<file path="config.mk">
export PLATFORM = sky130hd
export DESIGN_NAME = reg_scoreboard
export DESIGN_NICKNAME = d
export VERILOG_FILES = /design/src/rtl/reg_scoreboard.sv
export SDC_FILE = /design/constraint.sdc
export NUM_CORES = 1
export LEC_CHECK = 0
export CAP_MARGIN = 5
export CORE_AREA = 2 2 194 139
export CTS_CLUSTER_DIAMETER = 200
export DETAILED_ROUTE_END_ITERATION = 10
export DIE_AREA = 0 0 196 141
export MAX_ROUTING_LAYER = met4
export PLACE_DENSITY_LB_ADDON = 0.05
export SYNTH_ARGS = -nofsm -noshare
export SYNTH_HDL_FRONTEND = slang
export SYNTH_SLANG_ARGS = --single-unit
</file>
<file path="constraint.sdc">
create_clock -name clk -period 4.3 [get_ports clk]
set_clock_uncertainty 0.05 [all_clocks]
set_input_delay 0.86 -clock clk [delete_from_list [all_inputs] [get_ports clk]]
set_output_delay 0.86 -clock clk [all_outputs]
set_load 0.05 [all_outputs]
</file>
<file path="src/rtl/reg_scoreboard.sv">
// Register scoreboard: counts in-flight writes per architectural register and
// stalls issue while a source register still has a write outstanding.
module reg_scoreboard #(
  parameter int unsigned CNT_W     = 2,
  parameter bit          BYPASS_WB = 1'b1
) (
  input  logic        clk,
  input  logic        rst,
  input  logic        issue_valid,
  input  logic [4:0]  issue_rs1,
  input  logic [4:0]  issue_rs2,
  input  logic        issue_regwrite,
  input  logic [4:0]  issue_rd,
  input  logic        wb_valid,
  input  logic [4:0]  wb_rd,
  input  logic        flush,
  output logic        stall,
  output logic        PC_En,
  output logic        IF_ID_En,
  output logic        Mux_sel,
  output logic [31:0] pending,
  output logic        wb_underflow
);

  localparam int unsigned NREG = 32;
  localparam logic [CNT_W-1:0] CNT_MAX = '1;
  localparam logic [CNT_W-1:0] CNT_ONE = CNT_W'(1);

  // Entry 0 is held at zero: x0 is never tracked.
  logic [CNT_W-1:0] count [NREG];

  logic [NREG-1:0] busy;
  logic [NREG-1:0] hit;
  logic            full;
  logic            stall_c;
  logic            accept;
  logic            retire;
  logic            underflow_evt;

  // Hazard detection from registered counts and current-cycle inputs.
  always_comb begin
    busy = '0;
    hit  = '0;
    for (int r = 1; r < NREG; r++) begin
      busy[r] = (count[r] != '0);
      hit[r]  = busy[r] &&
                !(BYPASS_WB && wb_valid && (wb_rd == 5'(r)) && (count[r] == CNT_ONE));
    end
    full          = issue_regwrite && (issue_rd != 5'd0) && (count[issue_rd] == CNT_MAX);
    stall_c       = issue_valid && (hit[issue_rs1] || hit[issue_rs2] || full);
    accept        = issue_valid && !stall_c && issue_regwrite && (issue_rd != 5'd0);
    retire        = wb_valid && (wb_rd != 5'd0) && (count[wb_rd] != '0);
    underflow_evt = wb_valid && (wb_rd != 5'd0) && (count[wb_rd] == '0);
  end

  // Per-register counters; a matching accept and retire cancel out.
  always_ff @(posedge clk or posedge rst) begin
    if (rst) begin
      for (int r = 0; r < NREG; r++) count[r] <= '0;
    end else if (flush) begin
      for (int r = 0; r < NREG; r++) count[r] <= '0;
    end else begin
      for (int r = 1; r < NREG; r++) begin
        if ((accept && (issue_rd == 5'(r))) && !(retire && (wb_rd == 5'(r))))
          count[r] <= count[r] + CNT_ONE;
        else if ((retire && (wb_rd == 5'(r))) && !(accept && (issue_rd == 5'(r))))
          count[r] <= count[r] - CNT_ONE;
      end
    end
  end

  // Sticky: only reset clears a writeback that found nothing to retire.
  always_ff @(posedge clk or posedge rst) begin
    if (rst)                wb_underflow <= 1'b0;
    else if (underflow_evt) wb_underflow <= 1'b1;
  end

  assign stall    = stall_c;
  assign PC_En    = ~stall_c;
  assign IF_ID_En = ~stall_c;
  assign Mux_sel  = stall_c;
  assign pending  = busy;

endmodule

</file>
== Yosys cells after proc, flatten, opt, wreduce, memory -nomap -nowiden ==
Cells that the tools add are included.

* Flip-flop bits (word level): 63
* Logic and storage cells: 656
* Output and inout port bits: 37
* Bits of input ports: 26

* Reductions and logical operators: 388
* Add/sub/neg operators: 62
* Muxes and demuxes: 73
* Equality and inequality tests: 94
* Bitwise operators: 3
* $lt $le $gt $ge: 4

{| class="wikitable"
|+ Operators with widths
! operator !! number
|-
| 1-bit logical AND || 226
|-
| 5-bit == test, second input constant || 32
|-
| 2-bit two-way mux || 66
|-
| 1-bit zero test || 94
|-
| 3-bit nonzero test || 31
|-
| 5-bit by 4-bit == test with 1-bit output, second input constant || 16
|-
| 2-bit nonzero test || 32
|-
| 2-bit by 1-bit adder with 2-bit output, second input constant || 31
|-
| 2-bit by 1-bit == test with 1-bit output, second input constant || 31
|-
| 62-bit two-way mux || 1
|-
| 2-bit by 1-bit subtractor with 2-bit output, second input constant || 31
|-
| 5-bit by 3-bit == test with 1-bit output, second input constant || 8
|-
| 2-bit binary-select mux with 5-bit select || 2
|-
| 5-bit by 2-bit == test with 1-bit output, second input constant || 4
|-
| 6-bit greater-or-equal comparator, second input constant || 2
|-
| 5-bit by 6-bit less-than comparator with 1-bit output, second input constant || 2
|-
| 5-bit NOT with 6-bit output || 2
|-
| 1-bit binary-select mux with 5-bit select || 2
|-
| 5-bit by 1-bit == test with 1-bit output, second input constant || 2
|-
| 5-bit nonzero test || 2
|-
| 2-bit == test, second input constant || 1
|-
| 2-bit zero test || 1
|-
| 1-bit logical OR || 2
|-
| 1-bit two-way mux || 2
|-
| 1-bit NOT || 1
|}

== Logic depth before layout (Yosys ltp) ==
Gate-level depths: netlist of run 1.

* Word-level depth: 20
* Gate-level depth with buffers: 15
* Mapped depth without buffers: 10

== Worst setup path after synthesis of run 1 ==
No wires, ideal clock.

* Path kind: in2out
* From: input port issue_rd[1]
* To: output port stall
* Stages: 13
* Arrival time: 4.067 ns
* Data required time: 3.390 ns
* Path slack: -0.677 ns
* Path buffers: 6
* Cell sequence: clkbuf_1 clkbuf_1 mux4_2 mux4_2 o21ai_0 and4_1 buf_6 buf_4 buf_2 nand2_1 nand2_1 inv_1 buf_4

* Cells in the longest elaborated chain, start to end: 8
* Elaborated cells between the ends (all ways): 10
* Classes of those cells: eq/ne: 1; mux: 3; bitwise: 1; reduce/logical: 5

{| class="wikitable"
|+ RTL lines
! what !! line !! text
|-
| start: declaration || 13 || <nowiki>input logic [4:0] issue_rd,</nowiki>
|-
| 5-bit NOT with 6-bit output (implied by the code) || 49 || <nowiki>full = issue_regwrite && (issue_rd != 5'd0) && (count[issue_rd] == CNT_MAX);</nowiki>
|-
| 2-bit binary-select mux with 5-bit select || 49 ||
|-
| 2-bit two-way mux (implied by the code) (2 in series) || 49 ||
|-
| 2-bit == test || 49 ||
|-
| 1-bit logical AND * || 49 ||
|-
| 1-bit logical OR * || 50 || <nowiki>stall_c = issue_valid && (hit[issue_rs1] || hit[issue_rs2] || full);</nowiki>
|-
| 1-bit logical AND * || 50 ||
|-
| end: declaration || 17 || <nowiki>output logic stall,</nowiki>
|}

Mark *: on every way between the ends. The rest lies on a longest branch, timed or not. The select of a mux whose other input is x is not followed.

== Worst setup path in the final report of run 1 ==
* From: input port wb_rd[1]
* To: output port Mux_sel

* Cells in the longest elaborated chain, start to end: 10
* Elaborated cells between the ends (all ways): 162
* Classes of those cells: eq/ne: 31; mux: 4; reduce/logical: 127

{| class="wikitable"
|+ RTL lines
! what !! line !! text
|-
| start: declaration || 15 || <nowiki>input logic [4:0] wb_rd,</nowiki>
|-
| 5-bit by 1-bit == test with 1-bit output (tied with other cells) || 47 || <nowiki>!(BYPASS_WB && wb_valid && (wb_rd == 5'(r)) && (count[r] == CNT_ONE));</nowiki>
|-
| 1-bit logical AND (2 in series) || 47 ||
|-
| 1-bit zero test || 47 ||
|-
| 1-bit logical AND || 46 || <nowiki>hit[r] = busy[r] &&</nowiki>
|-
| 1-bit binary-select mux with 5-bit select || 50 ||
|-
| 1-bit two-way mux (implied by the code) || 50 ||
|-
| 1-bit logical OR * (2 in series) || 50 ||
|-
| 1-bit logical AND * || 50 ||
|-
| end: declaration || 20 || <nowiki>output logic Mux_sel,</nowiki>
|}

Marks and branches as above.

==> results.toml, run 1 <==
[timing]
timing.hold.ws_ns = 0.405
rsz0062_at_grt = "no"
setup_viol = 0
fmax_mhz = 237
fin_crit_sh_pct = 98.1
final_max_slew_viol_count = 0
finalSetupTns_ns = 0
hold_violations = 0
worst_slew_pin_slew_ns = 1.02
maxSlewHeadroom_pct = 31.8
fin_crit_ns = 4.22

[layout]
fillers = 2755
register_area_um2 = 1580
design_area_um2 = 10400
drive_gt1_share_pct = 22.8
antennaDiodeCount = 0
syn2layout_area_growth_pct = 35.3
final_core_util_pct = 39.8
layout.nets = 1232
multi_input_area_um2 = 5550

[synthesis]
synth.cells.most_frequent = "108 x inv_1, 82 x nor2_1, 63 x dfrtp_1, 63 x nand2_1, 62 x ha_1"
yosys_warnings = 0
synth.area.top_cells = "dfrtp_1 21%, ha_1 10%, xnor2_1 5.5%"
ys_ff_latch = 63
yosysTopAreaCell = "dfrtp_1"
synth_edf_count = 0
yosysMostFrequentCell = "inv_1"
ys_seq_area_share_pct = 20.6
synthArstFlopShare_pct = 100
netlist.area_leader.share_pct = 20.6
synth_flop_cell = "dfrtp_1"
synth_nets = 1052
syn_area_um2 = 7660
syn_inst = 964
avgSynthCellArea_um2 = 7.95
synth_cell_types = 83

[detailed_routing]
drc = 0
wl_per_cell_um = 24.1
vias = 8211
via_per_inst = 5.53
finalWirelength_um = 35800
antenna_left = 0
firstDrtPassIters = 5
drt-initial-drc-count = 792

[power]
powerDensity_nw_per_um2 = 206
power.leakage_nw = 4.56
p_sw_share_pct = 37.1
irDropWorstVdd_mv = 0.194
sequentialPowerShare_pct = 29.7
p_switching_w = 0.000792
intPower_w = 0.00134
clkPwrFrac_pct = 34.7
combPwrFrac_pct = 35.7

[grt]
grt_pass1_vias = 7660
grt_max_degree = 48
grt_overflow = 0
grt_usage_pct = 26.5
antenna_found_initial = 0
grt_pass1_wl_um = 51800

[critical_path]
worstPathArrival_ns = 3.31
crit_type = "in2out"
endpoint_kind = "primary output"
start_kind = "primary input"
worstReg2RegStart = "count[24]"
crit_chain = "clkdlybuf4s15_1 > buf_12 > and4b_2 > buf_6 > a31oi_1 > a221o_1 > o211ai_1 > o22ai_4 > nor2_4 > nand2_4 > nand2_8 > clkinvlp_4 > buf_8"
cpPeakStageDelay_ns = 0.37
cp_slowest_cell = "a221o_1"
required_ns = 3.39
worst-path-max-fanout = 8
startpoint = "wb_rd[1]"

[cts]
clkTransAtPathRegs_ns = 0.06
cts_tree = "done"
clk_path_buf_depth = 2
cts-htree-levels = 3
numClockSinks = 63
clkLatencyLatePin_ns = 0.36
cts_made_buffers = 9
clock_tree.root_cell = "clkbuf_16"

[placed_design]
portBuffers = 61
dpl.hpwl_um = 28500
place_area_um2 = 9700
place_congestion = 0.937

[floorplanning]
pin_count = 63
start_util_pct = 29.4
rows = 50
die_h_um = 141
fp.dieW_um = 196
core_area_um2 = 26000
dieArea_um2 = 27600

[worst_hold_path]
worstHoldStart = "wb_underflow"
hold_path.class = "reg2reg"

[status]
status = "finished, final reports clean"

[run]
drv_cap = 0
## timing repair
| item | in CTS | in global routing |
|---|---|---|
| resized for setup | 27 | 35 |
| cloned | 1 | 1 |
| setup buffers | 8 | 6 |
| hold buffers | 0 | 0 |
| pin swaps | 13 | 14 |
| endpoints found under the hold margin | 0 | 0 |
| endpoints found under the setup margin | 4 | 4 |
## power groups by stage
| stage | registers, W | clock network [W] | logic [W] |
|---|---|---|---|
| 3_5_place_dp | 0.000644 | 0 | 0.000711 |
| 2_1_floorplan | 0.000632 | 0 | 0.000412 |
| 6_report | 0.000633 | 0.000741 | 0.000762 |
| 4_1_cts | 0.000633 | 0.000760 | 0.000730 |
| 3_3_place_gp | 0.000644 | 0 | 0.000713 |
| 5_1_grt | 0.000636 | 0.000786 | 0.000805 |
## sequential cells by signal, summed over array words and instances (netlist names)
| register | cells |
|---|---|
| count | 62 |
| wb_underflow | 1 |
## cell usage in the layout, fill, tap and decap left out, types with 16 or more instances in the layout
cell / instances
a311oi_1: 26
a31oi_1: 30
and2_1: 16
and3_1: 18
buf_4: 153
clkdlybuf4s50_1: 48
dfrtp_1: 63
ha_1: 62
inv_1: 106
mux2i_1: 31
nand2_1: 61
nand3_1: 44
nand4_1: 26
nor2_1: 82
nor2b_1: 21
nor3_1: 41
xnor2_1: 48
## metrics by stage
stage | total power (W) | std cells | worst slack, ns
final | 0.00214 | 1486 | 0.0809
after global routing | 0.00223 | 1486 | 0.0184
after CTS | 0.00212 | 1479 | 0.00347
after detailed placement | 0.00135 | 1455 | -0.230
after global placement | 0.00136 | 1455 | -0.233
after floorplan | 0.00104 | 964 | -0.0416
## worst paths after layout
path                       cells past startpoint            to  slack (ns)
setup / recovery                              13       Mux_sel        0.08
hold / removal                                 1  wb_underflow        0.40
setup reg to reg                              12     count[27]        0.84
hold reg to reg                                1  wb_underflow        0.40
max in group asynchronous                      3  wb_underflow        2.51
min in group asynchronous                      2     count[32]        0.86
## per-layer routing
layer	up-vias	global-route usage, %	part of all wire (%)
met5	-	-	0
met4	0	5.34	1.4
met3	30	6.99	8.1
met2	349	34.2	38
met1	3992	40.4	52
li1	3840	-	-
## cell families (layout without fill, tap and decap cells)
logic type,Yosys count,count (layout),share of synthesized area [%]
AOI/OAI and AO/OA,186,186,18.6
xor gates and xnor gates,52,52,5.95
adders and majority gates,62,62,10.1
buffers and inverters,173,357,9.78
DFF,63,63,20.6
muxes,46,46,7.58
other,1,1,0.0490
and+or+nand+nor,381,381,27.3
## critical path, delay by kind of cell
family,cells,cell delay [ns]
compound gates,4,0.94
buf+inv,5,0.85
simple gates,4,0.64
## layout make-up
class	instances	share of cell area [%]
Inverter	108	3.95
Timing Repair Buffer	234	20.6
Clock buffer	15	2.68
Sequential cell	63	15.2
Multi-Input combinational cell	728	53.5
Tap cell	338	4.08
(Power assumes the default switching activity.)
==> inputs of run 2 (changes only) <==
--- a/config.mk
+++ b/config.mk
@@ -7,11 +7,13 @@
 export LEC_CHECK = 0
 export CAP_MARGIN = 5
 export CORE_AREA = 2 2 194 139
-export CTS_CLUSTER_DIAMETER = 200
+export CTS_CLUSTER_DIAMETER = 80
 export DETAILED_ROUTE_END_ITERATION = 10
 export DIE_AREA = 0 0 196 141
+export GPL_TIMING_DRIVEN = 0
 export MAX_ROUTING_LAYER = met4
 export PLACE_DENSITY_LB_ADDON = 0.05
+export REMOVE_ABC_BUFFERS = 1
 export SYNTH_ARGS = -nofsm -noshare
 export SYNTH_HDL_FRONTEND = slang
 export SYNTH_SLANG_ARGS = --single-unit
==> results.toml, run 2 (synthesized netlist as in run 1, its figures left out) <==
[status]
status = "finished, final reports clean"

[timing]
fin_crit_ns = 4.29
worst_slew_pin_slew_ns = 1.16
final_max_slew_viol_count = 0
finalSetupTns_ns = 0
timing.hold.ws_ns = 0.450
fmax_mhz = 233
setup_viol = 0
fin_crit_sh_pct = 99.8
rsz0062_at_grt = "no"
maxSlewHeadroom_pct = 22.8
hold_violations = 0

[cts]
clk_path_buf_depth = 2
clock_tree.root_cell = "clkbuf_16"
cts-htree-levels = 3
cts_tree = "done"
cts_hold_buf = 0
cts_made_buffers = 9
clkTransAtPathRegs_ns = 0.06
clkLatencyLatePin_ns = 0.36
numClockSinks = 63

[grt]
grt_pass1_vias = 7394
busiest_layer = "met1"
grt_pass1_wl_um = 50200
grt_usage_pct = 25.4
antenna_found_initial = 0
grt_overflow = 0
grtUsageMet3_pct = 4.90
grtUsageMet1_pct = 36.9
grtUsageMet2_pct = 35.3
grt_max_degree = 48

[layout]
most-common-layout-cells = "107 x inv_1, 82 x nor2_1, 63 x dfrtp_1, 62 x ha_1, 61 x nand2_1"
antennaDiodeCount = 0
mostFrequentLayoutCell = "inv_1"
largest_reg_flops = 62
top_register = "count"
reg_top3 = "count (62), wb_underflow (1)"
fillers = 2796
register_area_um2 = 1580
design_area_um2 = 8980
drive_gt1_share_pct = 11.8
multi_input_area_um2 = 5430
final_core_util_pct = 34.5
layout.nets = 1086
syn2layout_area_growth_pct = 17.2

[critical_path]
worst-path-max-fanout = 12
start_kind = "primary input"
timing.rr.end = "count[20]"
required_ns = 3.39
endpoint_kind = "primary output"
crit_top_cell = "nand2_1"
crit_type = "in2out"
endpoint = "stall"
worstReg2RegStart = "count[15]"
cpPeakStageDelay_ns = 0.68
worstPathArrival_ns = 3.38
r2r_slack_ns = 0.57
startpoint = "issue_rd[2]"
crit_chain = "dlygate4sd2_1 > or2_2 > a221oi_1 > nor3b_1 > a22oi_1 > and4_4 > nand2_1 > nand2_1 > inv_1 > buf_2"
r2r_cells = 9
cp_slowest_cell = "dlygate4sd2_1"

[floorplanning]
start_util_pct = 29.4
pin_count = 63
fp.dieW_um = 196
die_h_um = 141
dieArea_um2 = 27600
rows = 50
core_area_um2 = 26000

[run]
drv_cap = 0

[detailed_routing]
drt-initial-drc-count = 608
wl_per_cell_um = 25.1
drc = 0
firstDrtPassIters = 5
via_per_inst = 5.73
vias = 7689
finalWirelength_um = 33700
antenna_left = 0

[placed_design]
portBuffers = 61
place_congestion = 0.903
dpl.hpwl_um = 23600
place_area_um2 = 8410

[power]
irDropWorstVdd_mv = 0.190
power.leakage_nw = 3.77
powerDensity_nw_per_um2 = 235

[worst_hold_path]
hold_path.class = "reg2reg"
worstHoldStart = "wb_underflow"
==> run 2: timing repair <==
| action | CTS | global route |
|---|---|---|
| pin swaps | 4 | 0 |
| buffers inserted | 20 | 0 |
| resized for setup | 78 | 9 |
| setup endpoints to repair | 66 | 19 |
| endpoints found under the hold margin | 0 | 0 |
| cloned | 3 | 0 |
==> run 2: how the worst min path moves through the flow <==
stage | end | slack (ns) | cells after the start
6_report | wb_underflow | 0.45 | 1
5_1_grt | wb_underflow | 0.47 | 1
4_1_cts | wb_underflow | 0.45 | 1
3_5_place_dp | wb_underflow | 0.43 | 1
3_3_place_gp | wb_underflow | 0.41 | 1
2_1_floorplan | count[3] | 0.46 | 2
==> run 2: power breakdown <==
| group | internal [W] | total (W) | switching [W] |
|---|---|---|---|
| logic | 0.000195 | 0.000639 | 0.000443 |
| registers | 0.000609 | 0.000629 | 0.0000198 |
| clock network | 0.000528 | 0.000847 | 0.000319 |
==> run 2: area by class of cell <==
class | instances | area share [%]
repair buffers | 85 | 9.04
inverters | 108 | 4.54
multi-input cells | 731 | 60.5
flip-flops and latches | 63 | 17.6
well taps | 338 | 4.71
clock buffers | 14 | 3.27
clock inverters | 2 | 0.390
==> run 2: layer usage <==
layer | part of all wire [%] | up-vias
met1 | 50 | 3785
met2 | 41 | 292
met3 | 6.3 | 51
met4 | 2.5 | 0
met5 | 0 | -
li1 | - | 3561
==> run 2: critical path: cells and delay by family <==
family          cells  cell delay, ns
compound gates      2            0.31
buf+inv             3            1.02
simple gates        5            1.18
==> run 2: per-stage QoR <==
step / power (W) / cells / setup WS (ns)
4_1_cts: 0.00212 / 1341 / 0.00111
5_1_grt: 0.00219 / 1341 / 0.0158
6_report: 0.00211 / 1341 / 0.00787
2_1_floorplan: 0.000962 / 899 / -1.65
3_3_place_gp: 0.00123 / 1298 / -4.36
3_5_place_dp: 0.00123 / 1302 / -2.73
==> inputs of run 3 (changes only) <==
--- a/config.mk
+++ b/config.mk
@@ -11,8 +11,9 @@
 export DETAILED_ROUTE_END_ITERATION = 10
 export DIE_AREA = 0 0 196 141
 export GPL_TIMING_DRIVEN = 0
+export HOLD_SLACK_MARGIN = 0.02
 export MAX_ROUTING_LAYER = met4
-export PLACE_DENSITY_LB_ADDON = 0.05
+export PLACE_DENSITY = 0.44
 export REMOVE_ABC_BUFFERS = 1
 export SYNTH_ARGS = -nofsm -noshare
 export SYNTH_HDL_FRONTEND = slang
==> results.toml, run 3 (synthesized netlist as in run 1, its figures left out) <==
[critical_path]
required_ns = 3.39
worstPathArrival_ns = 3.27
timing.rr.end = "count[61]"
worst-path-max-fanout = 33
r2r_slack_ns = 0.61
endpoint_kind = "primary output"
r2r_cells = 10
worstReg2RegStart = "count[43]"
start_kind = "primary input"
crit_type = "in2out"

[grt]
antenna_found_initial = 0
grt_pass1_wl_um = 49400
grt_max_degree = 49
grt_pass1_vias = 7472
grt_overflow = 0
grt_usage_pct = 24.9

[floorplanning]
fp.dieW_um = 196
pin_count = 63
core_area_um2 = 26000
rows = 50
die_h_um = 141
dieArea_um2 = 27600
start_util_pct = 29.4

[detailed_routing]
vias = 7816
drc = 0
drt-initial-drc-count = 912
finalWirelength_um = 33000
via_per_inst = 5.82
antenna_left = 0
firstDrtPassIters = 5
wl_per_cell_um = 24.6

[timing]
fmax_mhz = 239
worst_slew_pin_slew_ns = 1.05
hold_violations = 0
timing.final.ws_setup_ns = 0.118
maxSlewHeadroom_pct = 30.0
fin_crit_ns = 4.18
fin_crit_sh_pct = 97.3
final_max_slew_viol_count = 0
timing.hold.ws_ns = 0.418
rsz0062_at_grt = "no"
setup_viol = 0

[power]
powerDensity_nw_per_um2 = 225
irDropWorstVdd_mv = 0.203
finalPower_w = 0.00202
power.leakage_nw = 3.76

[placed_design]
place_congestion = 0.929
place_inst = 1302
portBuffers = 61
place_area_um2 = 8410
dpl_worst_slack_ns = -2.57
dpl.hpwl_um = 22800

[cts]
numClockSinks = 63
clkTransAtPathRegs_ns = 0.05
cts-htree-levels = 3
clkLatencyLatePin_ns = 0.37
clock_tree.root_cell = "clkbuf_16"
clk_path_buf_depth = 2
cts_tree = "done"
cts_made_buffers = 9

[worst_hold_path]
min_to = "wb_underflow"
hold_path_depth = 1
hold_path.class = "reg2reg"
worstHoldStart = "wb_underflow"

[layout]
layout.nets = 1089
largest_reg_flops = 62
reg_top3 = "count (62), wb_underflow (1)"
most-common-layout-cells = "107 x inv_1, 81 x nor2_1, 63 x dfrtp_1, 62 x nand2_1, 62 x ha_1"
mostFrequentLayoutCell = "inv_1"
design_area_um2 = 8970
antennaDiodeCount = 0
drive_gt1_share_pct = 12.1
syn2layout_area_growth_pct = 17.2
top_register = "count"
finalNonFillerCells = 1343

[status]
status = "finished, final reports clean"

[run]
drv_cap = 0
## run 3: worst max path at each step
stage	start	to	depth (start not counted)
after floorplan	wb_valid	Mux_sel	9
after global placement	issue_rd[0]	PC_En	10
after detailed placement	wb_rd[3]	PC_En	10
after CTS	issue_rs2[2]	stall	10
after global routing	issue_rs1[0]	stall	11
final	wb_rd[0]	PC_En	10
## run 3: where the power goes
group	switching [W]	internal [W]	total, W
logic	0.000448	0.000194	0.000642
registers	0.0000208	0.000610	0.000630
clock network	0.000309	0.000435	0.000745
## run 3: per-stage QoR
step           TNS [ns]  utilization, %
2_1_floorplan     -9.65               -
3_3_place_gp    -216.87            32.1
3_5_place_dp     -94.23            32.3
4_1_cts               0            34.4
5_1_grt               0            34.5
6_report              0            34.5
## run 3: final cells by class
cell class / instances / area [um2]
Sequential cell: 63 / 1580
Inverter: 108 / 408
Multi-Input combinational cell: 733 / 5470
Tap cell: 338 / 423
Fill cell: 2767 / 17100
Timing Repair Buffer: 86 / 821
Clock buffer: 15 / 278
## run 3: critical path: stages
cell      delay, ns
buf_8          0.17
and4bb_4       0.45
a31oi_1        0.12
a211o_1        0.31
o311a_1        0.32
a22oi_2        0.27
and4_4         0.31
nand2_1        0.06
nand2_1        0.09
buf_2          0.27
## run 3: what timing repair did
item,4_1_cts,5_1_grt
setup buffers,16,4
resized for setup,81,21
pin swaps,5,3
cloned,5,0
endpoints found under the setup margin,66,4
hold buffers,0,0
endpoints found under the hold margin,0,0
## run 3: layer usage
metal,global-route usage [%],wire length (um)
met1,35.6,16100
met2,34.6,13700
met3,5.38,2570
met4,7.50,703
met5,-,0
==> RTL edit, RTL diff (flow settings as in run 3) <==
Register the output `wb_underflow` once more, with the module's reset; this adds one clock of latency there. The other outputs are not delayed to match.
--- a/src/rtl/reg_scoreboard.sv
+++ b/src/rtl/reg_scoreboard.sv
@@ -27,2 +27,4 @@
   localparam logic [CNT_W-1:0] CNT_ONE = CNT_W'(1);
+
+  logic wb_underflow_s0;
 
@@ -73,4 +75,4 @@
   always_ff @(posedge clk or posedge rst) begin
-    if (rst)                wb_underflow <= 1'b0;
-    else if (underflow_evt) wb_underflow <= 1'b1;
+    if (rst)                wb_underflow_s0 <= 1'b0;
+    else if (underflow_evt) wb_underflow_s0 <= 1'b1;
   end
@@ -83,2 +85,10 @@
 
+  always_ff @(posedge clk or posedge rst) begin
+    if (rst) begin
+      wb_underflow <= '0;
+    end else begin
+      wb_underflow <= wb_underflow_s0;
+    end
+  end
+
 endmodule
Behaviour: not the same (a bounded check fails within 4 cycles, from zero or initial values and one cycle with rst high).
==> RTL edit against run 3 <==
- setup slack worse by 0.054 ns
- synthesized area down 1.1%
- final area up 3.7%
- synthesized cell count down 3.0%
- count of clock-buffer cells in the layout down 2
- power up 7.7%
- sequential cell count up 1
- wire length down 4.8%
==> RTL edit: results (changes against run 3) <==
Status
  – Outcome: completed

Route
  – DRT Pass-1 Iters: 6 (+1)
  – Routed WL per cell: 23.6 um (-4.2%)
  – Initial drt markers: 728 (-20%)
  – Total number of vias: 7607 (-2.7%)

Logic synthesis
  – YS warnings: 0 (unchanged)
  – Synth area leaders: dfrtp_1 21%, ha_1 10%, xnor2_1 6.1%, inv_1 5.1%, mux4_2 4.2%
  – Primary FF master, synth: dfrtp_1
  – Post-synth ARST share: 100% (unchanged)
  – Most frequent cells after synthesis: 102 x inv_1, 81 x nor2_1, 74 x nand2_1, 64 x dfrtp_1, 62 x ha_1
  – Distinct cell type count after synthesis: 77 (-7.2%)
  – Sequential area share after synthesis: 21.1% (+0.56 points)

Global routing
  – Vias in the first global route: 7174 (-4.0%)
  – Antenna violations before repair: 1 (+1)
  – Overall Global Routing Usage: 23.5% (-1.4 points)
  – First-pass GRT wire length: 46.5 mm (-5.8%)
  – Largest net degree at the start of global routing: 44 (-10%)

Clock network
  – Num CTS Buffers: 9 (unchanged)
  – CTS HTree Levels: 3 (unchanged)
  – Clock Tree Root: clkbuf_16
  – Maximum root-to-sink buffer count: 2 (unchanged)
  – Worst-path clk slew: 0.05 ns (about the same)
  – Clock latency on the worst-skew pair: 0.36 ns

Power
  – LEAKAGE: 3.81 nW (+1.5%)
  – Peak supply drop: 0.203 mV (+0.25%)

Cells and area
  – Fill count: 2747 (-0.72%)
  – Top flop regs: count x62, wb_underflow x1, wb_underflow_s0 x1
  – Ratio of cells with drive above 1 in the final layout: 16.5% (+4.3 points)
  – Net count, final: 1079 (-0.92%)

Placed design
  – Hpwl dp: 22.3 mm (-2.2%)
  – Final Wtd Congestion: 0.914 (-1.6%)
  – Placed Instance Area: 8400 um2 (-0.16%)
  – Port bufs: 61 (unchanged)

Setup path
  – Arr. time, crit path: 3.33 ns (+0.06 ns)
  – Critical path peak fanout: 14 (-58%)

Timing
  – Max-Slew Margin vs Limit: 25.1% (-5.0 points)

Min path
  – Tightest Hold Check Type: reg2reg
-- RTL edit: layer usage --
layer | part of all wire, % | vias to the layer above | global-route usage [%]
met3 | 9.7 | 46 | 6.96
li1 | - | 3494 | -
met1 | 47 | 3734 | 33.2
met2 | 41 | 333 | 32.1
met4 | 1.9 | 0 | 6.26
met5 | 0 | - | -
-- RTL edit: critical path, stage by stage --
cell and delay, ns:
clkdlybuf4s15_2 0.40, nand2b_4 0.27, a311oi_1 0.12, a2111oi_4 0.34, a211oi_2 0.13, nor4_2 0.34
and4_4 0.30, and3_4 0.20, nand2b_4 0.13, inv_1 0.05, buf_4 0.18
-- RTL edit: kinds of logic after synthesis --
| family | synth area share (%) |
|---|---|
| DFF | 21.1 |
| adders and majority gates | 10.2 |
| buffers and inverters | 9.04 |
| AOI/OAI and AO/OA | 15.8 |
| xor gates and xnor gates | 7.19 |
| muxes | 8.75 |
| and+or+nand+nor | 27.8 |
| other | 0.0495 |
-- RTL edit: layout make-up --
cell class | instances | share of cell area [%]
timing repair buffer | 99 | 10.9
tap | 338 | 4.55
antenna | 1 | 0.0269
clock inverter | 3 | 0.430
inverter | 102 | 4.21
clock buffer | 13 | 2.80
sequential | 64 | 17.2
multi-input combinational | 715 | 59.8
-- RTL edit: repair_timing --
item / in CTS / in global routing
pin swaps: 11 / 10
setup buffers: 22 / 9
cloned: 4 / 2
gates resized for setup: 131 / 22
setup endpoints to repair: 66 / 4
-- RTL edit: through the flow --
step | setup WS (ns) | util (%) | cells
after floorplan | -2.20 | - | 877
after global placement | -4.19 | 31.9 | 1276
after detailed placement | -2.71 | 32.3 | 1281
after CTS | 0.000610 | 35.0 | 1323
after global routing | -0.0192 | 35.7 | 1335
final | 0.0640 | 35.7 | 1335
-- RTL edit: power breakdown --
group	internal, W	total, W	switching [W]
Sequential	0.000624	0.000649	0.0000253
Clock	0.000479	0.000784	0.000305
Combinational	0.000261	0.000739	0.000478
-- RTL edit: worst paths after layout --
| kind | from | end | slack (ns) | cells past startpoint |
|---|---|---|---|---|
| setup / recovery | issue_rs2[0] | Mux_sel | 0.06 | 11 |
| hold / removal | wb_underflow_s0$_DFFE_PP0P_ | wb_underflow$_DFF_PP0_ | 0.34 | 0 |
| setup reg to reg | count[38]$_DFFE_PP0P_ | count[37]$_DFFE_PP0P_ | 0.64 | 13 |
| hold reg to reg | wb_underflow_s0$_DFFE_PP0P_ | wb_underflow$_DFF_PP0_ | 0.34 | 0 |
| max in group asynchronous | rst | count[45]$_DFFE_PP0P_ | 2.80 | 3 |
| min in group asynchronous | rst | count[6]$_DFFE_PP0P_ | 0.83 | 2 |
